## src/rtl/eth_pkg.sv

```systemverilog
// Shared Ethernet constants, FSM state type and CRC helpers for the MAC datapath.
package eth_pkg;

  localparam logic [7:0]  PREAMBLE_BYTE = 8'h55;
  localparam logic [7:0]  SFD_BYTE      = 8'hD5;
  localparam logic [31:0] CRC_POLY      = 32'h04C11DB7;
  localparam logic [31:0] CRC_INIT      = 32'hFFFFFFFF;
  localparam logic [31:0] CRC_RESIDUE   = 32'hC704DD7B;

  localparam int unsigned PREAMBLE_LEN  = 7;
  localparam int unsigned FCS_LEN       = 4;

  typedef enum logic [2:0] {
    StIdle,
    StPreamble,
    StSfd,
    StData,
    StPad,
    StFcs,
    StIfg
  } tx_state_e;

  // Bit-reverse a 32-bit word; the LSB-first CRC engine needs the reflected polynomial.
  function automatic logic [31:0] reflect32(input logic [31:0] v);
    logic [31:0] r;
    for (int i = 0; i < 32; i++) begin
      r[i] = v[31-i];
    end
    return r;
  endfunction

endpackage

```

## src/rtl/eth_crc32.sv

```systemverilog
// Combinational byte-wide CRC-32 step (reflected, LSB first). No final inversion here.
module eth_crc32
  import eth_pkg::*;
(
  input  logic [31:0] i_crc,
  input  logic [7:0]  i_data,
  output logic [31:0] o_crc
);

  localparam logic [31:0] CRC_POLY_REFL = reflect32(CRC_POLY);

  logic [31:0] w_acc;

  // Eight serial shift steps unrolled into one combinational stage.
  always_comb begin
    w_acc = i_crc ^ {24'h000000, i_data};
    for (int i = 0; i < 8; i++) begin
      if (w_acc[0]) begin
        w_acc = (w_acc >> 1) ^ CRC_POLY_REFL;
      end else begin
        w_acc = w_acc >> 1;
      end
    end
    o_crc = w_acc;
  end

endmodule

```

## src/rtl/eth_mac_tx.sv

```systemverilog
// Ethernet MAC transmit path: preamble/SFD, data, zero padding, FCS and inter-frame gap
// onto an MII (nibble, low first) or GMII (byte) lane.
module eth_mac_tx
  import eth_pkg::*;
#(
  parameter int unsigned MII_W     = 4,
  parameter int unsigned MIN_FRAME = 60,
  parameter int unsigned IFG_BYTES = 12
) (
  input  logic             clk,
  input  logic             rst,
  input  logic             in_tvalid,
  input  logic [7:0]       in_tdata,
  input  logic             in_tlast,
  output logic             in_tready,
  output logic [MII_W-1:0] mii_txd,
  output logic             mii_txen,
  output logic             mii_txer,
  output logic             busy,
  output logic             frame_done,
  output logic             underrun
);

  localparam bit          NIBBLE   = (MII_W == 4);
  localparam logic [15:0] MIN_CNT  = 16'(MIN_FRAME);
  localparam logic [15:0] IFG_LAST = 16'(IFG_BYTES - 1);
  localparam logic [15:0] PRE_LAST = 16'(PREAMBLE_LEN - 1);
  localparam logic [15:0] FCS_LAST = 16'(FCS_LEN - 1);

  tx_state_e        r_state;
  logic             r_phase;
  logic [15:0]      r_cnt;
  logic [15:0]      r_bcnt;
  logic [31:0]      r_crc;
  logic [MII_W-1:0] r_hi;
  logic [MII_W-1:0] r_txd;
  logic             r_txen;
  logic             r_txer;
  logic             r_done;
  logic             r_underrun;

  logic             w_beat_end;
  logic [15:0]      w_bcnt_inc;
  logic [7:0]       w_crc_byte;
  logic [31:0]      w_crc_next;
  logic [31:0]      w_fcs;
  logic [7:0]       w_fcs_byte;
  logic [7:0]       w_byte;
  logic             w_en;
  logic             w_er;

  // In nibble mode a byte-time spans two clocks; all state advances on its second clock.
  assign w_beat_end = NIBBLE ? r_phase : 1'b1;
  assign w_bcnt_inc = (r_bcnt >= MIN_CNT) ? r_bcnt : r_bcnt + 16'd1;
  assign w_crc_byte = (r_state == StData) ? in_tdata : 8'h00;
  assign w_fcs      = ~r_crc;
  assign w_fcs_byte = w_fcs[{r_cnt[1:0], 3'b000} +: 8];

  assign in_tready  = (r_state == StData) && w_beat_end;
  assign busy       = (r_state != StIdle);
  assign mii_txd    = r_txd;
  assign mii_txen   = r_txen;
  assign mii_txer   = r_txer;
  assign frame_done = r_done;
  assign underrun   = r_underrun;

  eth_crc32 u_crc (
    .i_crc  (r_crc),
    .i_data (w_crc_byte),
    .o_crc  (w_crc_next)
  );

  // Byte and line flags to launch for the next byte-time, decoded from the current state.
  always_comb begin
    w_byte = 8'h00;
    w_en   = 1'b0;
    w_er   = 1'b0;
    unique case (r_state)
      StIdle: begin
        if (in_tvalid) begin
          w_byte = PREAMBLE_BYTE;
          w_en   = 1'b1;
        end
      end
      StPreamble: begin
        w_byte = PREAMBLE_BYTE;
        w_en   = 1'b1;
      end
      StSfd: begin
        w_byte = SFD_BYTE;
        w_en   = 1'b1;
      end
      StData: begin
        w_en = 1'b1;
        if (in_tvalid) begin
          w_byte = in_tdata;
        end else begin
          w_er = 1'b1;
        end
      end
      StPad: begin
        w_en = 1'b1;
      end
      StFcs: begin
        w_byte = w_fcs_byte;
        w_en   = 1'b1;
      end
      StIfg: begin
        w_en = 1'b0;
      end
      default: begin
        w_en = 1'b0;
      end
    endcase
  end

  // Frame FSM, counters, CRC register and registered MII outputs.
  always_ff @(posedge clk) begin
    if (rst) begin
      r_state    <= StIdle;
      r_phase    <= 1'b0;
      r_cnt      <= 16'd0;
      r_bcnt     <= 16'd0;
      r_crc      <= CRC_INIT;
      r_hi       <= '0;
      r_txd      <= '0;
      r_txen     <= 1'b0;
      r_txer     <= 1'b0;
      r_done     <= 1'b0;
      r_underrun <= 1'b0;
    end else begin
      r_phase    <= NIBBLE ? ~r_phase : 1'b0;
      r_done     <= 1'b0;
      r_underrun <= 1'b0;
      if (!w_beat_end) begin
        // Second half of a nibble-mode byte-time: push out the stored high nibble.
        r_txd <= r_hi;
      end else begin
        r_txd  <= w_byte[MII_W-1:0];
        r_hi   <= MII_W'(w_byte >> 4);
        r_txen <= w_en;
        r_txer <= w_er;
        unique case (r_state)
          StIdle: begin
            // The first preamble byte is launched here, so the counter starts at one.
            if (in_tvalid) begin
              r_state <= StPreamble;
              r_cnt   <= 16'd1;
              r_bcnt  <= 16'd0;
              r_crc   <= CRC_INIT;
            end
          end
          StPreamble: begin
            if (r_cnt == PRE_LAST) begin
              r_state <= StSfd;
            end else begin
              r_cnt <= r_cnt + 16'd1;
            end
          end
          StSfd: begin
            r_state <= StData;
          end
          StData: begin
            if (in_tvalid) begin
              r_crc  <= w_crc_next;
              r_bcnt <= w_bcnt_inc;
              if (in_tlast) begin
                r_cnt   <= 16'd0;
                r_state <= (w_bcnt_inc < MIN_CNT) ? StPad : StFcs;
              end
            end else begin
              r_underrun <= 1'b1;
              r_cnt      <= 16'd0;
              r_state    <= StIfg;
            end
          end
          StPad: begin
            r_crc  <= w_crc_next;
            r_bcnt <= w_bcnt_inc;
            if (w_bcnt_inc >= MIN_CNT) begin
              r_cnt   <= 16'd0;
              r_state <= StFcs;
            end
          end
          StFcs: begin
            if (r_cnt == FCS_LAST) begin
              r_done  <= 1'b1;
              r_cnt   <= 16'd0;
              r_state <= StIfg;
            end else begin
              r_cnt <= r_cnt + 16'd1;
            end
          end
          StIfg: begin
            if (r_cnt == IFG_LAST) begin
              r_cnt   <= 16'd0;
              r_state <= StIdle;
            end else begin
              r_cnt <= r_cnt + 16'd1;
            end
          end
          default: begin
            r_state <= StIdle;
          end
        endcase
      end
    end
  end

endmodule
```

## config.mk

```make
export PLATFORM = sky130hd
export DESIGN_NAME = eth_mac_tx
export DESIGN_NICKNAME = d
export VERILOG_FILES = /design/src/rtl/eth_pkg.sv /design/src/rtl/eth_crc32.sv /design/src/rtl/eth_mac_tx.sv
export SDC_FILE = /design/constraint.sdc
export NUM_CORES = 1
export LEC_CHECK = 0
export BUFFER_PORTS_ARGS = -buffer_cell sky130_fd_sc_hd__buf_4
export CORE_UTILIZATION = 50
export CTS_CLUSTER_DIAMETER = 150
export CTS_CLUSTER_SIZE = 28
export DETAILED_ROUTE_END_ITERATION = 16
export GPL_ROUTABILITY_DRIVEN = 1
export GPL_TIMING_DRIVEN = 1
export PLACE_DENSITY_LB_ADDON = 0.05
export SKIP_CTS_REPAIR_TIMING = 1
export SYNTH_ARGS = -nofsm -noshare
export SYNTH_HDL_FRONTEND = slang
export SYNTH_SLANG_ARGS = --single-unit
```

## constraint.sdc

```tcl
create_clock -name clk -period 2.3 [get_ports clk]
set_clock_uncertainty 0.2 [all_clocks]
set_input_delay 0.46 -clock clk [delete_from_list [all_inputs] [get_ports clk]]
set_output_delay 0.46 -clock clk [all_outputs]
set_load 0.05 [all_outputs]
```

Word level (Yosys, flattened, before mapping):

Cells that the tools add are included.
Widths: inputs -> output; s select.

* register bits after elaboration: 80
* bits of input ports: 12

* add/subtract/negate cells: 2
* magnitude comparators: 3
* equality and inequality tests: 17
* shifts and indexed selects: 1
* multiplexer cells: 42
* bitwise logic cells: 12
* reduce and logical (&&, ||, !) cells: 11

Operators by type and width (count)
* $mux 32: 10
* $mux 16: 10
* $not 13->14: 8
* $pmux 16 s6: 1
* $pmux 32 s3: 1
* $pmux 16 s3: 1
* $pmux 8 s5: 1
* $add 16x1->16 const B: 2
* $ge 16x6->1 const B: 2
* $not 32->32: 1
* $shiftx 32x6->8: 1
* $xor 32x8->32: 1
* $mux 3: 7
* $pmux 3 s7: 1
* $eq 16x2->1 const B: 1
* $eq 16x3->1 const B: 1
* $eq 16x4->1 const B: 1
* $lt 16x6->1 const B: 1
* $mux 8: 2
* $ne 2x2->1 const B: 7
* $eq 3x3->1 const B: 3
* $mux 7: 1
* $reduce_and 7->1: 1
* $eq 3x2->1 const B: 2
* 15 further kinds: 21

Depth between registers and ports, before layout:

Gate-level depths: netlist of run 1.

* depth after elaboration: 21
* gate-level depth with buffers: 10

By module:

A second synthesis of run 1 with hierarchy kept.

* cell total of the unflattened synthesis: 553
* area, all modules: 5028.6 sq um

Modules (own cells, without submodules)
* eth_mac_tx: times used 1, cells an instance 489, area each 4073.9 sq um, seq. area each 1601.5 sq um
* eth_crc32: times used 1, cells an instance 64, area each 954.7 sq um, seq. area each 0.0 sq um

Least setup slack after synthesis of run 1:

No wires, ideal clock.

* path kind: flip-flop to flip-flop
* from: reg r_cnt[10]
* to: reg r_cnt[11]
* library setup time: 0.122 ns
* arrival time: 2.025 ns
* slack: -0.048 ns
* stages on the path, launching flop included: 9
* period minus slack after synthesis: 2.348 ns
* cells stage by stage: dfxtp_1 -> buf_6 -> or4_4 -> nor4_4 -> a211o_2 -> nand2_2 -> buf_2 -> a21oi_1 -> mux2i_1

* longest elaborated chain between the ends: 3
* elaborated cells on any way between the ends: 10
* those cells by class: add/sub (1); eq/ne (4); mux (4); reduce/logical (1)

Ends and longest elaborated chain
* start: declaration: line eth_mac_tx.sv:32 `logic [15:0] r_cnt;`
* start signal: assignment: line eth_mac_tx.sv:157 `r_cnt <= r_cnt + 16'd1;`
* start signal: assignment: line eth_mac_tx.sv:191 `r_cnt <= r_cnt + 16'd1;`
* start signal: assignment: line eth_mac_tx.sv:199 `r_cnt <= r_cnt + 16'd1;`
* $add 16x1->16, or another cell as far along: line eth_mac_tx.sv:157, eth_mac_tx.sv:191, eth_mac_tx.sv:199
* $mux 16, or another cell as far along: line eth_mac_tx.sv:195 `if (r_cnt == IFG_LAST) begin`
* $pmux 16 s6 or $reduce_and 6->1 (tied branches)

Parallel ways exist; a longest one is shown, timed or not. The select of a mux whose other input is x is not followed.
A chain may end at the register's enable or synchronous reset.

Worst setup path after layout of run 1:

* from: reg r_cnt[12]
* to: reg r_cnt[15]

Same word-level chain as after synthesis.

==> impl_metrics.csv, run 1 <==
group,metric,value,unit
sta,setup_viol,6,
setup_path,cpPeakStageDelay,0.57,ns
power,seq_power_share,45.9,%
clock_network,numCtsBuffers,9,
setup_path,crit_path_start_kind,"flop",
power,vdd_drop_max,0.2666,mV
sta,hold_ws,0.1927,ns
synthesis,synth-async-reset-ratio,0,%
power,pwr-share-clk,29.6,%
cells_and_area,diodes,0,
route,drc,0,
setup_path,worstSetupEndpointType,"flop",
global_route,grt_overflow,0,
power,p_comb_share,24.4,%
synthesis,syn_area,0.004746,sq mm
setup_path,crit_top_cell,"buf_4",
sta,hold_viol,0,
clock_network,cts-root-buf,"clkbuf_8",
power,power,3.238,mW
clock_network,h-tree-depth,3,
synthesis,syn_inst,558,
route,drtIter0Drc,270,
power,switching_share,32.24,%
clock_network,clk_latency,0.36,ns
sta,worst_slack,-0.04213,ns
sta,max_freq,427.0,MHz
status,violations,"negative setup slack",
cells_and_area,finish.utilization,62.19,%
global_route,grt_pass1_wl,20.18,mm
global_route,antenna_found_initial,0,
setup_path,worstPathArrival,2.39,ns
setup_path,worstSetupPathType,"reg2reg",
synthesis,yosysWarnings,0,
synthesis,synth-seq-area-share,33.75,%
cells_and_area,syn_to_final_growth,20.51,%
synthesis,synth_top_area_share,33.75,%
global_route,grt_pass1_vias,3998,
floorplan,std_cell_rows,35,
sta,rsz0062_at_grt,"true",
global_route,top_usage_layer,"met2",
global_route,use_met3,3.584,%
sta,min_period_over_period,101.8,%
setup_path,critPathSlowestCell,"or4_4",
cells_and_area,seqCellArea,0.001607,sq mm
place,dpl.hpwl,9.130,mm
route,drtPass1Iterations,5,
cells_and_area,layout.cells.non_filler,729,
clock_network,clk_pin_slew_worst_paths,0.09,ns
sta,tightest_slew,0.4757,ns
setup_path,cp.required,2.35,ns
cells_and_area,fillers,857,
global_route,met2_usage,41.51,%
global_route,track_usage,26.16,%
synthesis,avgSynthCellArea,8.505,sq um
cells_and_area,multi_input_area,0.003057,sq mm
synthesis,yosys-top-cells-area,"dfxtp_1 (34%), xnor2_1 (9.4%), xor2_1 (6.1%), a21oi_1 (5.3%), mux4_2 (3.8%)",
setup_path,path_max_fanout,4,
power,p_sw,1.044,mW
flow_run,drv_cap,0,
global_route,grt_max_degree,27,
sta,max-slew-margin-rel,68.22,%
synthesis,synth_largest_area_cell,"dfxtp_1",
floorplan,coreArea,0.009196,sq mm
place,port_buffers,21,
floorplan,start_util,51.61,%
route,drt_wl_total,12.67,mm
synthesis,synth_edf_count,0,
synthesis,ys_top_cells_by_count,"dfxtp_1 (80), xnor2_1 (51), a21oi_1 (50), nand2_1 (41)",
place,gp_congestion,0.8585,
power,power_leakage,2.172,nW
setup_path,crit_chain,"or4_4, buf_6, nor4_4, buf_4, buf_4, a21oi_2, nor2_2, or4_1, mux2i_1",
place,post-place-cells,711,
global_route,grt_util_met1,36.92,%
sta,maxSlewViolCount,0,
synthesis,ys_types,61,
sta,min_period,2.342,ns
power,p_per_area,566.2,mW/mm^2
clock_network,cts_tree,"built",
route,wl_per_cell,17.38,um
cells_and_area,drive_gt1_share,24.11,%
clock_network,cts_sinks,80,
power,p_int,2.194,mW
route,vias,4224,
cells_and_area,final_nets,629,
route,viasPerCell,5.794,
synthesis,syn_nets,574,
floorplan,io_pins,22,
route,antenna_violating_nets_post_route,0,
status,outcome,"finished with violations",
synthesis,synthFlopType,"dfxtp_1",
floorplan,die_area,0.009885,sq mm
clock_network,clockBufferDepth,2,
floorplan,die_w,99.43,um
synthesis,yosys_register_bits,80,
synthesis,synth.most_common_cell,"dfxtp_1",
floorplan,die-height,99.43,um
min_path,hold_class,"in2reg",
## per-stage QoR
stage | setup slack, ns | TNS, ns | area (sq um)
after global placement | -0.1029 | -0.5146 | 5385
after detailed placement | -0.1307 | -1.131 | 5385
after floorplan | 0.02538 | 0 | 4758
after global routing | -0.1241 | -1.471 | 5719
after CTS | -0.1477 | -1.812 | 5559
final | -0.04213 | -0.1831 | 5719
## placed cells by master, fill, tap and decap left out, types with 4 or more instances in the layout
cell type   netlist  final
o22ai_1          10      9
dfxtp_1          80     76
clkinvlp_4        0      5
nor3_1           11     10
mux2i_1          11     11
mux4_2            8      8
nand4b_1          4      4
o32a_1            6      6
dfxtp_2           0      4
nand4_1           8      8
inv_1            12     12
xnor2_2           0      5
and3_1            6      5
xnor2_1          51     46
buf_4             1     79
o21ai_0          16     14
a21oi_2           1      9
o21ai_1           9     11
a31oi_1           7      6
nor2b_1           4      4
buf_6             1      4
ha_1              4      4
a21oi_1          50     42
and2_1           13     13
clkbuf_8          0      9
nand2_1          41     40
nand2b_1         11     11
nor2_1           33     32
or4_1             6      4
xor2_1           33     33
o211ai_1         10     10
nand3_1          26     26
## cell families after synthesis
group | count (synthesis) | share of synthesized area, %
buffers and inverters | 54 | 4.719
flip-flops | 80 | 33.75
XOR/XNOR | 85 | 15.98
multiplexers | 19 | 6.117
AO/OA/AOI/OAI | 128 | 16.74
AND/OR/NAND/NOR | 187 | 21.43
adder cells (fa/ha/maj) | 5 | 1.266
## flip-flops by register name (all words and copies together), names as in the netlist
name        cells
frame_done      1
mii_txd         4
mii_txen        1
mii_txer        1
r_bcnt         16
r_cnt          16
r_crc          32
r_hi            4
r_phase         1
r_state         3
underrun        1
## critical path: cells and delay by family, from the launching register on
family	cells	cell delay, ns
simple gates	4	1.16
buf+inv	3	0.43
flops	1	0.33
compound gates	1	0.07
mux	1	0.06
## layer usage
metal  wire [um]  share of wire [%]
met1        6122                 48
met2        5785                 46
met3         518                4.1
met4         241                1.9
met5           0                  0
## power by group through the flow
| stage | clock network (mW) | registers [mW] | logic (mW) |
|---|---|---|---|
| floorplan | 0 | 1.51 | 0.526 |
| global placement | 0 | 1.52 | 0.740 |
| detailed placement | 0 | 1.52 | 0.753 |
| CTS | 0.979 | 1.49 | 0.758 |
| global route | 1.03 | 1.49 | 0.860 |
| finish | 0.960 | 1.49 | 0.791 |
## path summary, 6_finish.rpt
check | cells after the start | end | from | slack (ns)
setup / recovery | 9 | r_cnt[15] | r_cnt[12] | -0.04
hold / removal | 2 | underrun | in_tvalid | 0.19
setup reg to reg | 9 | r_cnt[15] | r_cnt[12] | -0.04
hold reg to reg | 1 | r_bcnt[10] | r_bcnt[10] | 0.27
## area by class of cell
type                       instances  share of cell area, %
clock buffer                      10                  2.231
multi-input combinational        424                  53.45
clock inverter                     6                 0.8095
tap                              111                  2.428
inverter                          12                 0.7876
timing repair buffer              86                  12.21
sequential                        80                  28.09
No activity file was read; power rests on OpenSTA's default activity.
==> run 2, diff against run 1 <==
--- a/config.mk
+++ b/config.mk
@@ -5,11 +5,12 @@
 export SDC_FILE = /design/constraint.sdc
 export NUM_CORES = 1
 export LEC_CHECK = 0
-export BUFFER_PORTS_ARGS = -buffer_cell sky130_fd_sc_hd__buf_4
+export CORE_ASPECT_RATIO = 0.9
 export CORE_UTILIZATION = 50
 export CTS_CLUSTER_DIAMETER = 150
 export CTS_CLUSTER_SIZE = 28
 export DETAILED_ROUTE_END_ITERATION = 16
+export DONT_BUFFER_PORTS = 1
 export GPL_ROUTABILITY_DRIVEN = 1
 export GPL_TIMING_DRIVEN = 1
 export PLACE_DENSITY_LB_ADDON = 0.05
==> impl_metrics.csv, run 2 (same netlist as run 1, synthesis figures left out) <==
group,metric,value,unit
floorplan,die-height,94.43,um
sta,hold_viol,15,
cells_and_area,syn_to_final_growth,19.17,%
place,pre_cts_ws,-0.2058,ns
power,seq_power_share,45.9,%
route,drc,0,
setup_path,crit_chain,"or4_4, buf_6, nor4_4, buf_4, a211o_2, buf_4, a21oi_1, o21ai_1, o21ai_1",
sta,min_period,2.337,ns
floorplan,die_area,0.009886,sq mm
clock_network,clockBufferDepth,2,
status,outcome,"finished with violations",
power,p_per_area,578.7,mW/mm^2
status,violations,"negative hold slack, negative setup slack",
clock_network,cts_sinks,80,
clock_network,clk_latency,0.37,ns
cells_and_area,drive_gt1_share,21.59,%
setup_path,crit_family,"simple AND/OR/NAND/NOR gates",
min_path,hold-path-cell-count,1,
power,power,3.273,mW
flow_run,drv_cap,0,
global_route,antenna_found_initial,0,
cells_and_area,largestRegisters,"r_crc x32, r_bcnt x16, r_cnt x16",
sta,min_period_over_period,101.6,%
sta,tightest_slew,0.5172,ns
route,wl_per_cell,17.35,um
setup_path,worstSetupPathType,"reg2reg",
floorplan,std_cell_rows,33,
floorplan,coreArea,0.009166,sq mm
setup_path,worst-path-stages,9,
cells_and_area,final_cell_mix,"dfxtp_1 (76), buf_4 (62), xnor2_1 (46)",
global_route,grt_pass1_vias,3908,
place,dpl.hpwl,9.064,mm
clock_network,cts-root-buf,"clkbuf_8",
setup_path,cp.buffers_inverters,3,
floorplan,die_w,104.7,um
cells_and_area,regMostFlops,"r_crc",
setup_path,worstPathArrival,2.39,ns
floorplan,io_pins,22,
power,pwr-share-clk,32.3,%
setup_path,cp-endpoint,"r_cnt[4]",
place,gp_congestion,0.8672,
power,power_leakage,2.091,nW
global_route,grt_max_degree,42,
clock_network,h-tree-depth,3,
route,viasPerCell,5.757,
route,drtPass1Iterations,5,
power,switching_share,29.49,%
route,drtIter0Drc,247,
setup_path,cp.required,2.36,ns
clock_network,clk_pin_slew_worst_paths,0.08,ns
sta,setup_viol,11,
global_route,grt_pass1_wl,20.14,mm
setup_path,rr_worst_depth,9,
cells_and_area,fillers,839,
sta,maxSlewViolCount,0,
setup_path,crit_path_start_kind,"flop",
power,vdd_drop_max,0.3200,mV
setup_path,ff2ff_setup_slack,-0.04,ns
cells_and_area,final_nets,614,
setup_path,critPathSlowestCell,"or4_4",
setup_path,worstSetupEndpointType,"flop",
clock_network,numCtsBuffers,9,
floorplan,start_util,51.77,%
setup_path,cpPeakStageDelay,0.57,ns
cells_and_area,diodes,0,
setup_path,r2r-end,"r_cnt[4]",
power,p_int,2.307,mW
route,drt_wl_total,12.56,mm
global_route,track_usage,26.00,%
sta,hold_ws,-0.04705,ns
route,vias,4168,
sta,rsz0062_at_grt,"true",
place,port_buffers,0,
power,p_sw,965.2,uW
setup_path,path_max_fanout,5,
sta,max_freq,427.8,MHz
cells_and_area,final_common_cell,"dfxtp_1",
setup_path,critPathLaunch,"r_cnt[10]",
cells_and_area,largest_register_ffs,32,
power,p_comb_share,21.8,%
sta,worst_slack,-0.03730,ns
route,antenna_violating_nets_post_route,0,
global_route,grt_overflow,0,
min_path,hold_class,"in2reg",
clock_network,cts_tree,"built",
sta,max-slew-margin-rel,65.48,%
setup_path,r2r-start,"r_cnt[10]",
[run 2: cell count changes in the layout (fill, tap and decap cells not counted), sizes merged]
cell | before | now
clkinv | 1 | 2
buf | 86 | 68
clkbuf | 10 | 11
dlygate4sd3 | 0 | 3
clkinvlp | 5 | 1
bufinv | 0 | 1
[run 2: power groups by stage]
| stage | clock network, mW | registers, mW | logic (mW) |
|---|---|---|---|
| 6_report | 1.06 | 1.50 | 0.713 |
| 5_1_grt | 1.14 | 1.51 | 0.775 |
| 4_1_cts | 1.09 | 1.50 | 0.677 |
| 3_5_place_dp | 0 | 1.53 | 0.672 |
| 3_3_place_gp | 0 | 1.53 | 0.664 |
| 2_1_floorplan | 0 | 1.51 | 0.526 |
[run 2: layer usage]
metal / track usage [%] / vias up / share of wire [%]
li1: - / 2062 / -
met3: 4.831 / 16 / 4.1
met4: 7.042 / 0 / 1.3
met5: 0 / - / 0
met2: 42.22 / 92 / 46
met1: 35.57 / 1998 / 49
[run 2: layout make-up]
type                       instances  area (sq um)  share of cell area [%]
clock inverter                     4         55.05                  0.9735
inverter                          12         45.04                  0.7965
multi-input combinational        424          3065                   54.20
tap                              122         152.6                   2.699
sequential                        80          1607                   28.41
clock buffer                      11         141.4                   2.500
timing repair buffer              71         589.3                   10.42
[run 2: worst min path at each step]
stage,from,endpoint
3_5_place_dp,r_bcnt[9],r_bcnt[9]
5_1_grt,rst,r_cnt[0]
4_1_cts,rst,r_cnt[6]
6_report,rst,r_cnt[6]
3_3_place_gp,r_bcnt[6],r_bcnt[6]
2_1_floorplan,r_bcnt[15],r_bcnt[15]
[run 2: metrics by stage]
stage	std cells	TNS (ns)	instance area, sq um	utilization [%]
after floorplan	558	0	4758	-
after global placement	702	-0.6677	5249	57.26
after detailed placement	702	-1.867	5249	57.26
after CTS	717	-2.274	5445	59.40
after global routing	724	-1.441	5655	61.70
final	724	-0.1750	5655	61.70
==> run 3, diff against run 2 <==
--- a/config.mk
+++ b/config.mk
@@ -14,6 +14,7 @@
 export GPL_ROUTABILITY_DRIVEN = 1
 export GPL_TIMING_DRIVEN = 1
 export PLACE_DENSITY_LB_ADDON = 0.05
+export SETUP_SLACK_MARGIN = 0.1
 export SKIP_CTS_REPAIR_TIMING = 1
 export SYNTH_ARGS = -nofsm -noshare
 export SYNTH_HDL_FRONTEND = slang
==> impl_metrics.csv, run 3 (same netlist as run 1, synthesis figures left out) <==
group,metric,value,unit
cells_and_area,final_nets,607,
global_route,grt_pass1_vias,3863,
route,vias,4171,
clock_network,cts-root-buf,"clkbuf_8",
global_route,antenna_found_initial,0,
floorplan,start_util,51.77,%
sta,hold_ws,-0.05361,ns
sta,worst_slack,-0.09133,ns
sta,tightest_slew,0.5151,ns
global_route,track_usage,26.07,%
setup_path,ff2ff_setup_slack,-0.09,ns
sta,maxSlewViolCount,0,
cells_and_area,drive_gt1_share,23.19,%
place,gp_congestion,0.8681,
cells_and_area,seqCellArea,0.001607,sq mm
floorplan,die-height,94.43,um
clock_network,h-tree-depth,3,
setup_path,worstSetupPathType,"reg2reg",
cells_and_area,largest_register_ffs,32,
power,pwr-share-clk,34.2,%
cells_and_area,regMostFlops,"r_crc",
setup_path,crit_path_start_kind,"flop",
global_route,grt_overflow,0,
power,switching_share,28.14,%
route,drt_wl_total,12.53,mm
min_path,hold-path-cell-count,1,
cells_and_area,multi_input_area,0.003164,sq mm
sta,setup_viol,10,
clock_network,clk_latency,0.36,ns
clock_network,clk_pin_slew_worst_paths,0.08,ns
cells_and_area,final_cell_mix,"dfxtp_1 (76), buf_4 (53), a21oi_1 (46)",
sta,min_period_over_period,104.0,%
cells_and_area,fillers,818,
place,dpl-instance-area,0.005175,sq mm
setup_path,cp.required,2.35,ns
cells_and_area,final_area,0.005724,sq mm
sta,rsz0062_at_grt,"true",
route,antenna_violating_nets_post_route,0,
setup_path,worstSetupEndpointType,"flop",
floorplan,coreArea,0.009166,sq mm
power,power_leakage,2.129,nW
cells_and_area,largestRegisters,"r_crc x32, r_bcnt x16, r_cnt x16",
status,violations,"negative hold slack, negative setup slack",
sta,max-slew-margin-rel,65.41,%
route,drtIter0Drc,284,
setup_path,r2r-start,"r_cnt[12]",
sta,hold_viol,14,
clock_network,numCtsBuffers,9,
route,viasPerCell,5.817,
setup_path,worstPathArrival,2.45,ns
power,p_comb_share,21.8,%
clock_network,clockBufferDepth,2,
cells_and_area,diodes,0,
cells_and_area,syn_to_final_growth,20.62,%
power,p_sw,963.4,uW
clock_network,cts_tree,"built",
setup_path,rr_worst_depth,9,
power,vdd_drop_max,0.4143,mV
setup_path,path_max_fanout,7,
floorplan,die_w,104.7,um
power,seq_power_share,44.0,%
route,wl_per_cell,17.48,um
global_route,grt_pass1_wl,20.11,mm
route,drtPass1Iterations,5,
place,dpl.hpwl,8.878,mm
min_path,whs_endpoint,"r_cnt[0]",
status,outcome,"finished with violations",
place,port_buffers,0,
power,p_int,2.461,mW
min_path,hold_start,"rst",
flow_run,drv_cap,0,
sta,max_freq,418.2,MHz
cells_and_area,finish.utilization,62.45,%
sta,fin_tns_setup,-0.2642,ns
power,p_per_area,598.2,mW/mm^2
floorplan,std_cell_rows,33,
min_path,hold_class,"in2reg",
sta,min_period,2.391,ns
floorplan,io_pins,22,
global_route,grt_max_degree,42,
setup_path,r2r-end,"r_state[0]",
cells_and_area,final_common_cell,"dfxtp_1",
floorplan,die_area,0.009886,sq mm
clock_network,cts_sinks,80,
route,drc,0,
-- run 3: routing by layer --
metal,share of wire (%),vias up,track usage [%]
met1,47,2009,36.56
met2,46,109,41.23
li1,-,2041,-
met4,1.1,0,6.573
met5,0,-,0
met3,5.4,12,5.038
-- run 3: how the worst max path moves through the flow --
stage | from | endpoint | slack (ns) | cells after the start
2_1_floorplan | r_cnt[7] | r_cnt[11] | 0.07 | 7
3_3_place_gp | r_cnt[9] | r_cnt[1] | 0.005 | 7
3_5_place_dp | r_cnt[9] | r_cnt[1] | -0.04 | 7
4_1_cts | r_bcnt[15] | r_cnt[6] | -0.07 | 7
5_1_grt | r_cnt[12] | r_state[0] | -0.15 | 9
6_report | r_cnt[12] | r_state[0] | -0.09 | 9
-- run 3: final cells by class --
cell class | count | area share, %
Clock inverter | 3 | 1.137
Multi-Input combinational cell | 424 | 55.28
Sequential cell | 80 | 28.07
Timing Repair Buffer | 64 | 9.355
Tap cell | 122 | 2.667
Inverter | 12 | 0.7869
Clock buffer | 12 | 2.710
-- run 3: power by group through the flow --
stage	combinational [mW]	clock [mW]	sequential, mW
CTS	0.672	1.19	1.50
floorplan	0.530	0	1.51
global route	0.810	1.25	1.51
detailed placement	0.667	0	1.54
finish	0.747	1.17	1.51
global placement	0.660	0	1.53
-- run 3: through the flow --
stage	std cells	total power, mW	worst slack [ns]	hold WS, ns
after global placement	691	2.193	0.005104	0.2417
after detailed placement	691	2.203	-0.04253	0.2440
after global routing	717	3.572	-0.1544	-0.06968
after CTS	706	3.369	-0.06543	-0.05216
after floorplan	558	2.045	0.07016	0.2302
final	717	3.424	-0.09133	-0.05361
-- run 3: worst max-delay path, stage by stage (launching register included) --
cell	delay [ns]
dfxtp_2	0.32
or4_4	0.56
buf_6	0.15
nor4_4	0.23
buf_6	0.17
a21oi_4	0.06
nor3_4	0.24
buf_6	0.13
mux2i_1	0.17
nor2_1	0.05
